### src/rtl/rtc_init_seq.sv
// RTC power-up initialization sequencer: walks a fixed register table and issues one bus write per entry.
// Build option: define RTC_CLEAR_TIME_EN to append six time-register clears (0x21..0x26 <= 0x00).
module rtc_init_seq #(
    parameter int TIMEOUT = 64,
    parameter int GAP     = 2
) (
    input  logic       clk,
    input  logic       reset,
    input  logic       start,
    input  logic       cyc_done,
    output logic       cyc_en,
    output logic [7:0] cyc_addr,
    output logic [7:0] cyc_data,
    output logic       busy,
    output logic       init_done,
    output logic       err,
    output logic [3:0] idx,
    output logic [2:0] stateDbg
);

    // Write handshake: cyc_en rises with cyc_addr/cyc_data already stable and stays high
    // until the generator returns a single-clock cyc_done (accepted only in sWait) or the
    // wait budget runs out; cyc_en is then dropped on the same edge that leaves sWait.

    typedef enum logic [2:0] {
        sIdle  = 3'd0,
        sLoad  = 3'd1,
        sIssue = 3'd2,
        sWait  = 3'd3,
        sGap   = 3'd4,
        sDone  = 3'd5,
        sErr   = 3'd6
    } stateT;

`ifdef RTC_CLEAR_TIME_EN
    localparam logic [3:0] LAST_IDX = 4'd9;
`else
    localparam logic [3:0] LAST_IDX = 4'd3;
`endif
    localparam logic [7:0] TO_LAST  = 8'(TIMEOUT - 1);
    localparam logic [3:0] GAP_LAST = 4'(GAP - 1);

    stateT      state, stateNext;
    logic [7:0] toCnt, toCntNext;
    logic [3:0] gapCnt, gapCntNext;
    logic [3:0] idxNext;
    logic       cycEnNext;
    logic [7:0] addrNext, dataNext;
    logic       initDoneNext, errNext;
    logic [15:0] entry;

    // Table entry as {address, data}.
    function automatic logic [15:0] tableEntry(input logic [3:0] i);
        logic [15:0] e;
        case (i)
            4'd0:    e = 16'h0210;
            4'd1:    e = 16'h0200;
            4'd2:    e = 16'h10D2;
            4'd3:    e = 16'h0000;
`ifdef RTC_CLEAR_TIME_EN
            4'd4:    e = 16'h2100;
            4'd5:    e = 16'h2200;
            4'd6:    e = 16'h2300;
            4'd7:    e = 16'h2400;
            4'd8:    e = 16'h2500;
            4'd9:    e = 16'h2600;
`endif
            default: e = 16'h0000;
        endcase
        return e;
    endfunction

    assign entry    = tableEntry(idx);
    assign busy     = (state == sLoad) || (state == sIssue) ||
                      (state == sWait) || (state == sGap);
    assign stateDbg = state;

    always_ff @(posedge clk or negedge reset) begin
        if (!reset) begin
            state     <= sIdle;
            toCnt     <= 8'd0;
            gapCnt    <= 4'd0;
            idx       <= 4'd0;
            cyc_en    <= 1'b0;
            cyc_addr  <= 8'd0;
            cyc_data  <= 8'd0;
            init_done <= 1'b0;
            err       <= 1'b0;
        end else begin
            state     <= stateNext;
            toCnt     <= toCntNext;
            gapCnt    <= gapCntNext;
            idx       <= idxNext;
            cyc_en    <= cycEnNext;
            cyc_addr  <= addrNext;
            cyc_data  <= dataNext;
            init_done <= initDoneNext;
            err       <= errNext;
        end
    end

    always_comb begin
        stateNext    = state;
        toCntNext    = toCnt;
        gapCntNext   = gapCnt;
        idxNext      = idx;
        cycEnNext    = cyc_en;
        addrNext     = cyc_addr;
        dataNext     = cyc_data;
        initDoneNext = init_done;
        errNext      = err;

        case (state)
            sIdle, sDone, sErr: begin
                if (start) begin
                    stateNext    = sLoad;
                    idxNext      = 4'd0;
                    initDoneNext = 1'b0;
                    errNext      = 1'b0;
                end
            end
            sLoad: begin
                addrNext  = entry[15:8];
                dataNext  = entry[7:0];
                stateNext = sIssue;
            end
            sIssue: begin
                cycEnNext = 1'b1;
                toCntNext = 8'd0;
                stateNext = sWait;
            end
            sWait: begin
                // A completion on the limit clock still counts as success.
                if (cyc_done) begin
                    cycEnNext  = 1'b0;
                    gapCntNext = 4'd0;
                    stateNext  = sGap;
                end else if (toCnt == TO_LAST) begin
                    cycEnNext = 1'b0;
                    errNext   = 1'b1;
                    stateNext = sErr;
                end else begin
                    toCntNext = toCnt + 8'd1;
                end
            end
            sGap: begin
                if (gapCnt == GAP_LAST) begin
                    if (idx == LAST_IDX) begin
                        initDoneNext = 1'b1;
                        stateNext    = sDone;
                    end else begin
                        idxNext   = idx + 4'd1;
                        stateNext = sLoad;
                    end
                end else begin
                    gapCntNext = gapCnt + 4'd1;
                end
            end
            default: begin
                cycEnNext = 1'b0;
                stateNext = sIdle;
            end
        endcase
    end

endmodule

### config.mk
export PLATFORM = sky130hd
export DESIGN_NAME = rtc_init_seq
export DESIGN_NICKNAME = d
export VERILOG_FILES = /design/src/rtl/rtc_init_seq.sv
export SDC_FILE = /design/constraint.sdc
export NUM_CORES = 1
export LEC_CHECK = 0
export ABC_AREA = 0
export BUFFER_PORTS_ARGS = -buffer_cell sky130_fd_sc_hd__buf_2
export CORE_MARGIN = 3
export CORE_UTILIZATION = 54
export DETAILED_ROUTE_END_ITERATION = 12
export PLACE_DENSITY = 0.79
export SKIP_CTS_REPAIR_TIMING = 1
export SLEW_MARGIN = 20
export SYNTH_ARGS = -nofsm -noshare
export SYNTH_HDL_FRONTEND = slang
export SYNTH_SLANG_ARGS = --single-unit
### constraint.sdc
create_clock -name clk -period 2.3 [get_ports clk]
set_clock_uncertainty 0.2 [all_clocks]
set_input_delay 0.115 -clock clk [delete_from_list [all_inputs] [get_ports clk]]
set_output_delay 0.115 -clock clk [all_outputs]
set_load 0.02 [all_outputs]
==> metrics.md <==
| Metric | Value |
|---|---|
| Status | finished clean |
| GRT overflow | 0 |
| Initial antenna violation count | 0 |
| EDFF count, synth | 0 |
| Critical path fanouts, max | 10 |
| Clock sinks | 25 |
| Final Instance Area | between 1500 and 2000 um^2 |
| Tmin final | a little over 2 ns |
| CTS tree | built |
| Share of power burned in the clock network | 0.104 |
| Synth Warn # | 0 |
| Yosys top cell by area | dfrtp_1 |
| Initial core utilization | 0.596 |
| CP Launch Type | register |
| Final period utilization | 0.899 |
| # fillers | about 230 |
| # rows | 18 |
| Root Driver | clkbuf_4 |
| Hold Crit Class | in2async |
| Hold_ws | about 0.095 ns |
| Buffers on Ports | 20 |
| Longest Clk Path Bufs | 2 |
| Worst Path Required | 2.33 ns |
| MaxCap Viol Count | 0 |
| Mapped Area | roughly 1500 um^2 |
| H-Tree Depth | 1 |
| Final wirelength | between 3000 and 4000 um |
| Internal cell power | 0.000992 W |
| Power per cell area | 1130 nW/um^2 |
| Commonest non-fill, non-tap cells in the layout | 25 x dfrtp_1, 20 x buf_2, 17 x nand2_1, 14 x nor2_1, 11 x nand3_1 |
| Cells after Synth | 167 |
| Share of synthesized registers carrying an async set or reset | 1.00 |
| Gr usage total | 0.199 |
| Leakage | 0.780 nW |
| Sw frac | 0.479 |
| Register area | ~630 um^2 |
| Vias | about 1300 |
| Hold Vio Cnt, Final | 0 |
| Flops & latches, synth | 25 |
| Post-DP HPWL | ~2400 um |
| Die Footprint | between 3000 and 4000 um^2 |
| Peak supply drop | between 800 and 900 uV |
| Kind of critical path | reg2reg |
| DP Area | roughly 1600 um^2 |
| Core area | ~2600 um^2 |
| Routed WL per cell | approximately 14 um |
| Synth Flop Type | dfrtp_1 |
| Seq/Total Area, Yosys | 0.406 |
| Gpl congestion | slightly above 0.8 |
| Psw | ~0.00091 W |
| Slew @ Worst Pin | approximately 0.56 ns |
| Final net count | ~200 |
| Clock buffer count from CTS | 3 |
| Most common cell after layout, fill and taps aside | dfrtp_1 |
| Syn-to-layout area delta | 9.25% |
| Die Span Y | around 60 um |
| DRC viols | 0 |
| Slew Limit Fails | 0 |
| CTS clk-pin slew, worst paths | between 0.1 and 0.15 ns |
| Largest net degree at the start of global routing | 26 |
| Share of power burned in registers | 0.371 |
| Crit path DAT | about 2.1 ns |
| Drt via density | a little under 6 |
| Top-Level Pins | 31 |
| Relative slew slack | 0.628 |
| Final ANT Viol Nets | 0 |
| Comb pwr share | 0.525 |
| Syn_area_per_cell | between 9 and 10 um^2 |
| Skew-Pair Late Insertion Delay | around 0.32 ns |
| Setup TNS | 0 ns |
| Vias in the first global route | between 1000 and 1500 |
| Ant. Diodes | 0 |
| RSZ-0062 raised after global routing | no |
| Achievable Freq | between 400 and 500 MHz |
| First-pass GRT wire length | 5460 um |
| Synth cell types | 48 |
| Area share of the largest cell type after synthesis | 0.406 |
| Setup crit end kind | register |
| Share of cells above drive strength 1 | 0.184 |
| Synth area leaders | dfrtp_1 41%, buf_4 6.8%, ha_1 5.7% |
| Multi-input logic area | 810 um^2 |
| DR iter-0 viols | roughly 100 |
| Die width | 59.5 um |
| Setup violations, final | 0 |
| Drt pass-1 iters | 4 |
==> path summary, 6_finish.rpt <==
check                                   startpoint                 endpoint  slack, ns  cells past startpoint
max                           toCnt[0]$_DFFE_PN0P_  stateDbg[0]$_DFFE_PN0P_       0.23                      5
min                                          reset    gapCnt[0]$_DFFE_PN0P_        0.1                      2
max reg2reg                   toCnt[0]$_DFFE_PN0P_  stateDbg[0]$_DFFE_PN0P_       0.23                      5
min reg2reg                cyc_data[4]$_DFFE_PN0N_  cyc_data[4]$_DFFE_PN0N_       0.29                      2
max in group asynchronous                    reset     toCnt[0]$_DFFE_PN0P_       1.42                      2
min in group clk           cyc_data[4]$_DFFE_PN0N_  cyc_data[4]$_DFFE_PN0N_       0.29                      2
==> per-layer routing <==
metal  GRT usage  wire length (um)  up-vias
met1       0.257              1370      594
met4      0.0485                37        0
met5           0                 0        -
met2       0.339              1510       43
li1            -                 -      627
met3      0.0414               205        4
==> state kept, by name (all words and copies together), names as in the netlist <==
name and flops:
stateDbg 3, idx 4, init_done 1, toCnt 8
cyc_data 2, err 1, gapCnt 4, cyc_en 1
cyc_addr 1
==> Yosys cell counts, types with 3 or more instances <==
cell type,instances
inv_1,6
nand3_1,11
o211ai_1,3
dfrtp_1,25
nor2_1,14
nand2_1,17
buf_4,14
a21oi_1,9
nor3_1,3
ha_1,7
o21ai_0,10
==> critical path, stage by stage, from the launching register on <==
cell and delay [ns]:
dfrtp_1 0.41, ha_1 0.28, nand3_4 0.14, o41ai_4 0.48, nand2_2 0.12, a311o_1 0.35
==> stage by stage <==
step / power, W / utilization / cells / setup slack (ns)
2_1_floorplan: 0.00145 / - / 176 / 0.366
3_3_place_gp: 0.00166 / 0.625 / 212 / 0.261
3_5_place_dp: 0.00169 / 0.625 / 212 / 0.176
4_1_cts: 0.00190 / 0.635 / 216 / 0.159
5_1_grt: 0.00208 / 0.651 / 220 / 0.0407
6_report: 0.00190 / 0.651 / 220 / 0.233
==> power groups by stage <==
stage               combinational, W  sequential, W  clock (W)
floorplan                   0.000670       0.000776          0
global placement            0.000958       0.000701          0
detailed placement          0.000980       0.000714          0
CTS                         0.000986       0.000705   0.000208
global route                 0.00112       0.000735   0.000218
finish                       0.00100       0.000706   0.000197
==> cell families (layout without fill, tap and decap cells) <==
| family | after synthesis | in the layout | synth area share |
|---|---|---|---|
| buffers and inverters | 23 | 37 | 0.0916 |
| xor gates and xnor gates | 3 | 3 | 0.0170 |
| DFF | 25 | 25 | 0.406 |
| adders and majority gates | 7 | 7 | 0.0568 |
| muxes | 1 | 1 | 0.00649 |
| AOI/OAI and AO/OA | 40 | 40 | 0.183 |
| and+or+nand+nor | 67 | 67 | 0.237 |
| other | 1 | 10 | 0.00243 |
==> final cells by class <==
cell class / instances / area share
clock buffer: 3 / 0.0134
clock inverter: 1 / 0.00297
multi-input combinational: 128 / 0.480
tap: 30 / 0.0223
timing repair buffer: 27 / 0.0965
sequential: 25 / 0.371
inverter: 6 / 0.0134
Power figures use the tool's default switching activity.
